--- config.mk ---
export PLATFORM = sky130hd
export DESIGN_NAME = sqrt_scheduler
export DESIGN_NICKNAME = d
export VERILOG_FILES = /design/src/rtl/sqrt_pkg.sv /design/src/rtl/sqrt_datapath.sv /design/src/rtl/sqrt_scheduler.sv
export SDC_FILE = /design/constraint.sdc
export NUM_CORES = 1
export LEC_CHECK = 0
export CAP_MARGIN = 20
export CELL_PAD_IN_SITES_DETAIL_PLACEMENT = 1
export CELL_PAD_IN_SITES_GLOBAL_PLACEMENT = 1
export CORE_MARGIN = 2
export CORE_UTILIZATION = 44
export CTS_BUF_LIST = sky130_fd_sc_hd__clkbuf_8
export DETAILED_ROUTE_END_ITERATION = 8
export PLACE_DENSITY_LB_ADDON = 0.1
export SLEW_MARGIN = 0
export SYNTH_ARGS = -nofsm -noshare
export SYNTH_HDL_FRONTEND = slang
export SYNTH_SLANG_ARGS = --single-unit
--- constraint.sdc ---
create_clock -name clock -period 4 [get_ports clock]
set_clock_uncertainty 0.05 [all_clocks]
set_input_delay 0.4 -clock clock [delete_from_list [all_inputs] [get_ports clock]]
set_output_delay 0.4 -clock clock [all_outputs]
set_load 0.02 [all_outputs]
--- src/rtl/sqrt_pkg.sv ---
// Shared definitions for the square-root scheduler slice: FSM state
// encoding and default sizing for the requester count and operand width.
package sqrt_pkg;

  localparam int DEFAULT_N     = 4;
  localparam int DEFAULT_WIDTH = 8;

  typedef enum logic [1:0] {
    IDLE,
    LOAD,
    ITER,
    DONE
  } state_t;

endpackage

--- src/rtl/sqrt_datapath.sv ---
// Iterative odd-increment square-root datapath. The scheduler captures an
// operand, loads the iteration seed, then steps until the running square
// exceeds the operand; the root is recovered from the odd increment.
module sqrt_datapath
  import sqrt_pkg::*;
#(
  parameter int WIDTH = DEFAULT_WIDTH
) (
  input  logic               clock,
  input  logic               reset,
  input  logic               capture,
  input  logic [WIDTH-1:0]   operand_in,
  input  logic               load,
  input  logic               step,
  input  logic               finish,
  output logic               sq_gt,
  output logic [WIDTH/2-1:0] result
);

  localparam int RW = WIDTH / 2;
  localparam int SW = WIDTH + 1;
  localparam int DW = WIDTH / 2 + 2;

  logic [WIDTH-1:0] op_q;
  logic [SW-1:0]    square;
  logic [DW-1:0]    delta;

  // Square holds (k+1)^2 and delta holds 2k+3, so the first square above the
  // operand leaves k = (delta>>1)-1 as the integer root.
  assign sq_gt = square > {1'b0, op_q};

  // Operand copy, running square/increment, and the registered result.
  always_ff @(posedge clock or posedge reset) begin
    if (reset) begin
      op_q   <= '0;
      square <= '0;
      delta  <= '0;
      result <= '0;
    end else begin
      if (capture) begin
        op_q <= operand_in;
      end
      if (load) begin
        square <= SW'(1);
        delta  <= DW'(3);
      end else if (step) begin
        square <= square + SW'(delta);
        delta  <= delta + DW'(2);
      end
      if (finish) begin
        result <= RW'((delta >> 1) - DW'(1));
      end
    end
  end

endmodule

--- src/rtl/sqrt_scheduler.sv ---
// Shares one square-root datapath among N requesters. Round-robin by
// default; defining SQRT_SCHED_FIXED_PRIORITY_EN switches to fixed priority
// where the lowest requesting index always wins.
module sqrt_scheduler
  import sqrt_pkg::*;
#(
  parameter int N     = DEFAULT_N,
  parameter int WIDTH = DEFAULT_WIDTH
) (
  input  logic                 clock,
  input  logic                 reset,
  input  logic [N-1:0]         req,
  input  logic [N*WIDTH-1:0]   operand,
  output logic [N-1:0]         grant,
  output logic                 busy,
  output logic [N-1:0]         done,
  output logic [WIDTH/2-1:0]   result,
  output logic [$clog2(N)-1:0] result_id
);

  localparam int ID_W = $clog2(N);

  state_t          state;
  state_t          state_next;
  logic [ID_W-1:0] id_q;
  logic [ID_W-1:0] result_id_q;
  logic [ID_W-1:0] winner;
  logic            any_req;
  logic            capture;
  logic            load;
  logic            step;
  logic            finish;
  logic            sq_gt;
  logic [WIDTH-1:0] sel_operand;

  assign sel_operand = operand[int'(winner)*WIDTH +: WIDTH];
  assign result_id   = result_id_q;

`ifdef SQRT_SCHED_FIXED_PRIORITY_EN
  // Fixed priority: scanning downward leaves the lowest requesting index.
  always_comb begin
    winner  = '0;
    any_req = 1'b0;
    for (int i = N - 1; i >= 0; i--) begin
      if (req[i]) begin
        winner  = ID_W'(i);
        any_req = 1'b1;
      end
    end
  end
`else
  logic [ID_W-1:0] ptr;

  // Round-robin: first requester found scanning upward from the pointer.
  always_comb begin
    int idx;
    winner  = '0;
    any_req = 1'b0;
    idx     = 0;
    for (int k = 0; k < N; k++) begin
      idx = int'(ptr) + k;
      if (idx >= N) begin
        idx = idx - N;
      end
      if (!any_req && req[idx]) begin
        winner  = ID_W'(idx);
        any_req = 1'b1;
      end
    end
  end

  // Pointer moves just past the requester that was served.
  always_ff @(posedge clock or posedge reset) begin
    if (reset) begin
      ptr <= '0;
    end else if (state == DONE) begin
      ptr <= (id_q == ID_W'(N - 1)) ? '0 : id_q + ID_W'(1);
    end
  end
`endif

  // State register plus the owner index of the job in flight and of the result.
  always_ff @(posedge clock or posedge reset) begin
    if (reset) begin
      state       <= IDLE;
      id_q        <= '0;
      result_id_q <= '0;
    end else begin
      state <= state_next;
      if (capture) begin
        id_q <= winner;
      end
      if (finish) begin
        result_id_q <= id_q;
      end
    end
  end

  // Sequencing of arbitration, load, iteration and completion.
  always_comb begin
    state_next = state;
    capture    = 1'b0;
    load       = 1'b0;
    step       = 1'b0;
    finish     = 1'b0;
    case (state)
      IDLE: begin
        if (any_req) begin
          capture    = 1'b1;
          state_next = LOAD;
        end
      end
      LOAD: begin
        load       = 1'b1;
        state_next = ITER;
      end
      ITER: begin
        if (sq_gt) begin
          finish     = 1'b1;
          state_next = DONE;
        end else begin
          step = 1'b1;
        end
      end
      DONE: begin
        state_next = IDLE;
      end
      default: begin
        state_next = IDLE;
      end
    endcase
  end

  // Grant/busy span the whole job; done marks only the completion cycle.
  always_comb begin
    grant = '0;
    done  = '0;
    busy  = (state != IDLE);
    if (state != IDLE) begin
      grant[id_q] = 1'b1;
    end
    if (state == DONE) begin
      done[id_q] = 1'b1;
    end
  end

  sqrt_datapath #(
    .WIDTH(WIDTH)
  ) u_datapath (
    .clock      (clock),
    .reset      (reset),
    .capture    (capture),
    .operand_in (sel_operand),
    .load       (load),
    .step       (step),
    .finish     (finish),
    .sq_gt      (sq_gt),
    .result     (result)
  );

endmodule

# Word level (Yosys, flattened, before mapping)
# Index checks and enable logic that the tools add are counted.
totals:
  ff_bits: 35
  out_inout_bits: 15
op_classes:
  reduce_logical: 11
  add_sub_neg: 11
  magnitude_cmp: 11
  n_mux: 43
  n_eq_ne: 6
  shift: 1
ops:
  columns: ["cell", "n"]
  rows:
  - ["32-bit by 4-bit < comparator with 1-bit output (second input constant)", 4]
  - ["32-bit two-way mux", 4]
  - ["32-bit by 6-bit variable part select with 8-bit output", 1]
  - ["1-bit two-way mux", 20]
  - ["9-bit two-way mux", 2]
  - ["2-bit two-way mux", 7]
  - ["6-bit two-way mux", 2]
  - ["3-bit by 3-bit subtractor with 4-bit output (second input constant)", 3]
  - ["9-bit by 6-bit adder with 9-bit output", 1]
  - ["3-bit >= comparator (second input constant)", 3]
  - ["9-bit by 8-bit greater-than comparator with 1-bit output", 1]
  - ["1-bit binary-select mux with 2-bit select", 4]
  - ["4-bit two-way mux", 2]
  - ["2-bit one-hot mux with 4 select lines", 1]
  - ["2-bit by 2-bit adder with 3-bit output (second input constant)", 2]
  - ["6-bit by 2-bit adder with 6-bit output (second input constant)", 1]
  - ["2-bit equality test (second input constant)", 3]
  - ["1-bit logical AND", 4]
  - ["2-bit inequality test (second input constant)", 2]
  - ["2-bit nonzero test", 2]
  - ["2-bit by 3-bit subtractor with 4-bit output (second input constant)", 1]
  - ["4-bit by 1-bit subtractor with 4-bit output (second input constant)", 1]
  - ["2-bit by 1-bit adder with 3-bit output (second input constant)", 1]
  - ["2-bit by 3-bit >= comparator with 1-bit output (second input constant)", 1]
  - ["other kinds (8)", 10]

# Longest topological paths before layout
depth:
  word_depth: 17
  ltp_mapped: 9
  ltp_nobuf: 9

# Hierarchy
# A second synthesis with hierarchy kept.
unflattened:
  hier_cells: 249
  area_unflattened_um2: 2431.1
by_module_without_submodules:
  columns: ["mod", "n_inst", "cells_per_inst", "area_each_um2"]
  rows:
  - ["sqrt_datapath", 1, 161, 1575.3]
  - ["sqrt_scheduler", 1, 88, 855.8]

# Least setup slack after synthesis
# Ideal clock, no wire load.
synth_timing:
  path_type: "flip-flop to flip-flop"
  from: "register u_datapath.square[7]"
  to: "register u_datapath.square[7]"
  setup_ps: 125
  arrival_time_ps: 2168
  path_buffers: 0
  path_stages_with_launch: 8
  period_less_slack_ps: 2343
  slack_ps: 1657
  path_cell_list: "dfrtp_1 > ha_1 > a211oi_2 > nand2_1 > a2111oi_4 > o21ai_4 > a211oi_1 > mux2_2"
synth_via:
  elab_chain_cells: 4
synth_rtl:
  columns: ["item", "line", "text"]
  rows:
  - ["start: declaration", "sqrt_datapath.sv:25", "logic [SW-1:0] square;"]
  - ["start signal: assignment", "sqrt_datapath.sv:47", "square <= square + SW'(delta);"]
  - ["9-bit by 8-bit greater-than comparator with 1-bit output", "sqrt_datapath.sv:30", "assign sq_gt = square > {1'b0, op_q};"]
  - ["1-bit two-way mux", "sqrt_scheduler.sv:118", "if (sq_gt) begin"]
  - ["1-bit two-way mux", "sqrt_scheduler.sv:106", "case (state)"]
  - ["2-bit nonzero test (no source line)", null, null]
# Parallel ways exist; a longest one is shown, timed or not. The select of a mux whose other input is x is not followed.
# A chain may end at the register's enable or synchronous reset.

# Worst setup path after layout
# Same ends and word-level chain as after synthesis.

==> impl_results.md <==
* Status: finished, final reports clean
* Total wire length at 5.28 mm
* Crit. End Element: flip-flop
* Syn Std Cell Area at 2330 um^2
* Syn avg cell area at 10.9 um^2
* CP Class: reg -> reg
* Clock latency on the worst-skew pair at 0.30 ns
* TritonCTS clock tree: yes
* CP cell instances: ha_1, a211oi_2, nand2_1, a2111oi_4, o21ai_4, a211oi_1, mux2_2
* NetSw at 0.845 mW
* RSZ-0062 raised after global routing: no
* Max Clk Rate at 0.382 GHz
* Initial DRT Pass Iterations at 4
* WL per Instance at 15.4 um
* Worst ir drop on vdd at 0.335 mV
* Cts bufs inserted at 5
* Die width at 76.8 um
* Slew headroom at 0.541
* Antenna viol nets, final at 0
* Post-cts resize count at 0
* Synth Register Bits at 35
* Max-slew violations at 0
* Die height at 76.8 um
* Mapped Nets at 279
* Syn-to-layout area delta at 29.8%
* Switching Share at 0.417
* First-pass GRT wire length at 9.11 mm
* Detailed Place HPWL at 4.20 mm
* Worst path required time at 4.14 ns
* Reg2reg start: u_datapath.square[7]$_DFFE_PP0P_
* Max-capacitance violation count at 0
* Worst Path Buf+Inv at 0
* Critical Path Fanout Max at 19
* Initial drt markers at 37
* Htree depth at 2
* Most Crowded Layer GR: met2
* I/O Buffers at 52
* Seq/Total Area, Yosys at 0.375
* Placed cells at 335
* Crit path DAT at 2.76 ns
* Reg-to-Reg End: u_datapath.square[7]$_DFFE_PP0P_
* Core area at 5110 um^2
* GRT met3 Usage at 0.0624
* RePlAce Congestion at 0.760
* Static leakage at 1.36 nW
* # DRC at 0
* Routing usage on met2 at 0.338
* Global-route usage over all layers at 0.196
* Crit path launch type: flip-flop
* Met1 usage in global routing at 0.239
* Final Cycle Share at 0.654
* Power Density at 668 nW/um^2
* Clock Power Share at 0.133
* Hold WC Path Type: in -> async
* Fin crit period at 2.62 ns
* Ports at 53
* Grt ovf at 0
* Reg clk slew, reported paths at 0.08 ns
* FF-to-FF path depth at 7
* Post-Synthesis Cells at 215
* Ant. Diodes at 0
* Setup violators final at 0
* P_int at 1.18 mW
* CTS Hold Bufs at 0
* Vias at 1801
* Vias in the first global route at 1898
* Die area at 5910 um^2
* Largest delay contributor family on the critical path: compound AO/OA/AOI/OAI gates
* Setup repair bufs after CTS at 0
* Largest net degree at the start of global routing at 36
* Sequential power share at 0.297
* Worst Max-Slew Pin Slew at 0.686 ns
* Share of cells above drive strength 1 at 0.139
* CTS Buffer Depth at 2
* Final non-filler cell total at 343
* Comb pwr share at 0.570
* Initial Util at 0.457
* Sink Count at 35
* Yosys cell types at 42
* Vias per cell at 5.25
* Final hold vios at 0
* Worst path slowest cell: a2111oi_4
* Core Rows at 26
* Setup tns final at 0 ns
* Initial antenna violation count at 0
* Largest stage delay, worst path at 0.49 ns
* CTS root buffer: clkbuf_8
* Fin util at 0.593
* Syn. warnings at 0
* R2r setup slk at 1.38 ns
* Final nets at 336
[metal layers]
metal,wire length (um),vias up
li1,-,877
met1,2360,870
met2,2590,47
met3,283,7
met4,49,0
met5,0,-
[area by class of cell]
cell class / instances / area (um^2)
fillers: 566 / 2080
multi-input cells: 155 / 1360
flip-flops and latches: 35 / 876
repair buffers: 53 / 528
well taps: 70 / 87.6
inverters: 22 / 82.6
clock buffers: 5 / 68.8
clock inverters: 3 / 23.8
[state kept, by name, indices dropped and copies added (netlist names)]
name               count
u_datapath.square      9
state                  2
u_datapath.op_q        8
id_q                   2
u_datapath.result      4
result_id              2
ptr                    2
u_datapath.delta       6
[placed cells by master, fill, tap and decap left out, drive strengths merged, types with 2 or more instances in the layout]
master	Yosys	routed
clkinvlp	0	2
o211ai	2	2
a21oi	16	16
mux2	14	14
o2bb2ai	2	2
nand2	7	7
a211oi	4	4
xor2	2	2
inv	22	23
clkbuf	2	5
xnor2	7	7
o22ai	3	3
nor2b	7	7
nor3	2	2
ha	25	25
mux2i	6	6
mux4	8	8
nand3	2	2
o21ai	6	6
dfrtp	35	35
and2	4	4
nor2	20	20
clkdlybuf4s50	0	52
nand2b	2	2
[logic make-up (layout without fill, tap and decap cells)]
kind of cell	count (synthesis)	count (layout)	share of synthesized area
compound gates	39	39	0.120
xor+xnor	9	9	0.0338
mux	28	28	0.170
flops	35	35	0.375
fa+ha+maj	26	26	0.143
buf+inv	25	83	0.0407
simple gates	53	53	0.117
[worst max path at each step]
| stage | startpoint | endpoint | slack [ns] | cells past startpoint |
|---|---|---|---|---|
| floorplan | u_datapath.square[7]$_DFFE_PP0P_ | u_datapath.square[7]$_DFFE_PP0P_ | 1.66 | 7 |
| finish | u_datapath.square[7]$_DFFE_PP0P_ | u_datapath.square[7]$_DFFE_PP0P_ | 1.38 | 7 |
| detailed placement | req[0] | u_datapath.op_q[4]$_DFFE_PP0P_ | 1.28 | 6 |
| CTS | u_datapath.square[7]$_DFFE_PP0P_ | u_datapath.square[7]$_DFFE_PP0P_ | 1.36 | 7 |
| global route | u_datapath.square[7]$_DFFE_PP0P_ | u_datapath.square[7]$_DFFE_PP0P_ | 1.24 | 7 |
| global placement | req[2] | u_datapath.op_q[2]$_DFFE_PP0P_ | 1.33 | 5 |
[worst reg2reg max path, cell delays in order (launching register included)]
cell	delay (ns)
dfrtp_1	0.40
ha_1	0.33
a211oi_2	0.22
nand2_1	0.12
a2111oi_4	0.49
o21ai_4	0.26
a211oi_1	0.27
mux2_2	0.36
[Yosys cell counts]
master,instances,area share
dfrtp_1,35,0.38
ha_1,25,0.13
inv_1,22,0.035
nor2_1,20,0.032
a21oi_1,15,0.032
mux2_2,14,0.068
mux4_2,8,0.077
nand2_1,7,0.011
nor2b_1,7,0.019
xnor2_1,7,0.026
mux2i_1,6,0.026
o21ai_0,5,0.011
and2_1,4,0.011
a211oi_1,3,0.0096
o22ai_1,3,0.0080
clkbuf_1,2,0.0032
nand2b_1,2,0.0054
nand3_1,2,0.0043
nor3_1,2,0.0043
o211ai_1,2,0.0064
o2bb2ai_1,2,0.0075
xor2_1,2,0.0075
a2111oi_4,1,0.012
a211oi_2,1,0.0054
a21o_1,1,0.0032
a21oi_2,1,0.0038
a31o_2,1,0.0038
a32o_1,1,0.0043
and4_1,1,0.0038
and4b_1,1,0.0043
buf_2,1,0.0021
fa_1,1,0.0086
nand3b_1,1,0.0032
nand4_1,1,0.0027
nor3b_2,1,0.0054
nor4_1,1,0.0027
o21a_1,1,0.0032
o21ai_4,1,0.0070
o21bai_1,1,0.0032
or2_2,1,0.0027
or3_1,1,0.0027
or4_1,1,0.0032
[metrics by stage]
| stage | power [mW] | setup slack [ns] | instance area, um^2 | hold WS, ns |
|---|---|---|---|---|
| after floorplan | 1.42 | 1.66 | 2330 | 0.394 |
| after global placement | 1.72 | 1.33 | 2940 | 0.418 |
| after detailed placement | 1.77 | 1.28 | 2940 | 0.431 |
| after CTS | 2.06 | 1.36 | 3030 | 0.451 |
| after global routing | 2.21 | 1.24 | 3030 | 0.488 |
| final | 2.03 | 1.38 | 3030 | 0.451 |
[power by group through the flow]
stage | combinational [mW] | sequential [mW] | clock (mW)
final | 1.15 | 0.602 | 0.269
after global routing | 1.30 | 0.619 | 0.297
after detailed placement | 1.17 | 0.610 | 0
after global placement | 1.12 | 0.600 | 0
after floorplan | 0.833 | 0.590 | 0
after CTS | 1.18 | 0.603 | 0.278
Power figures use the tool's default switching activity.
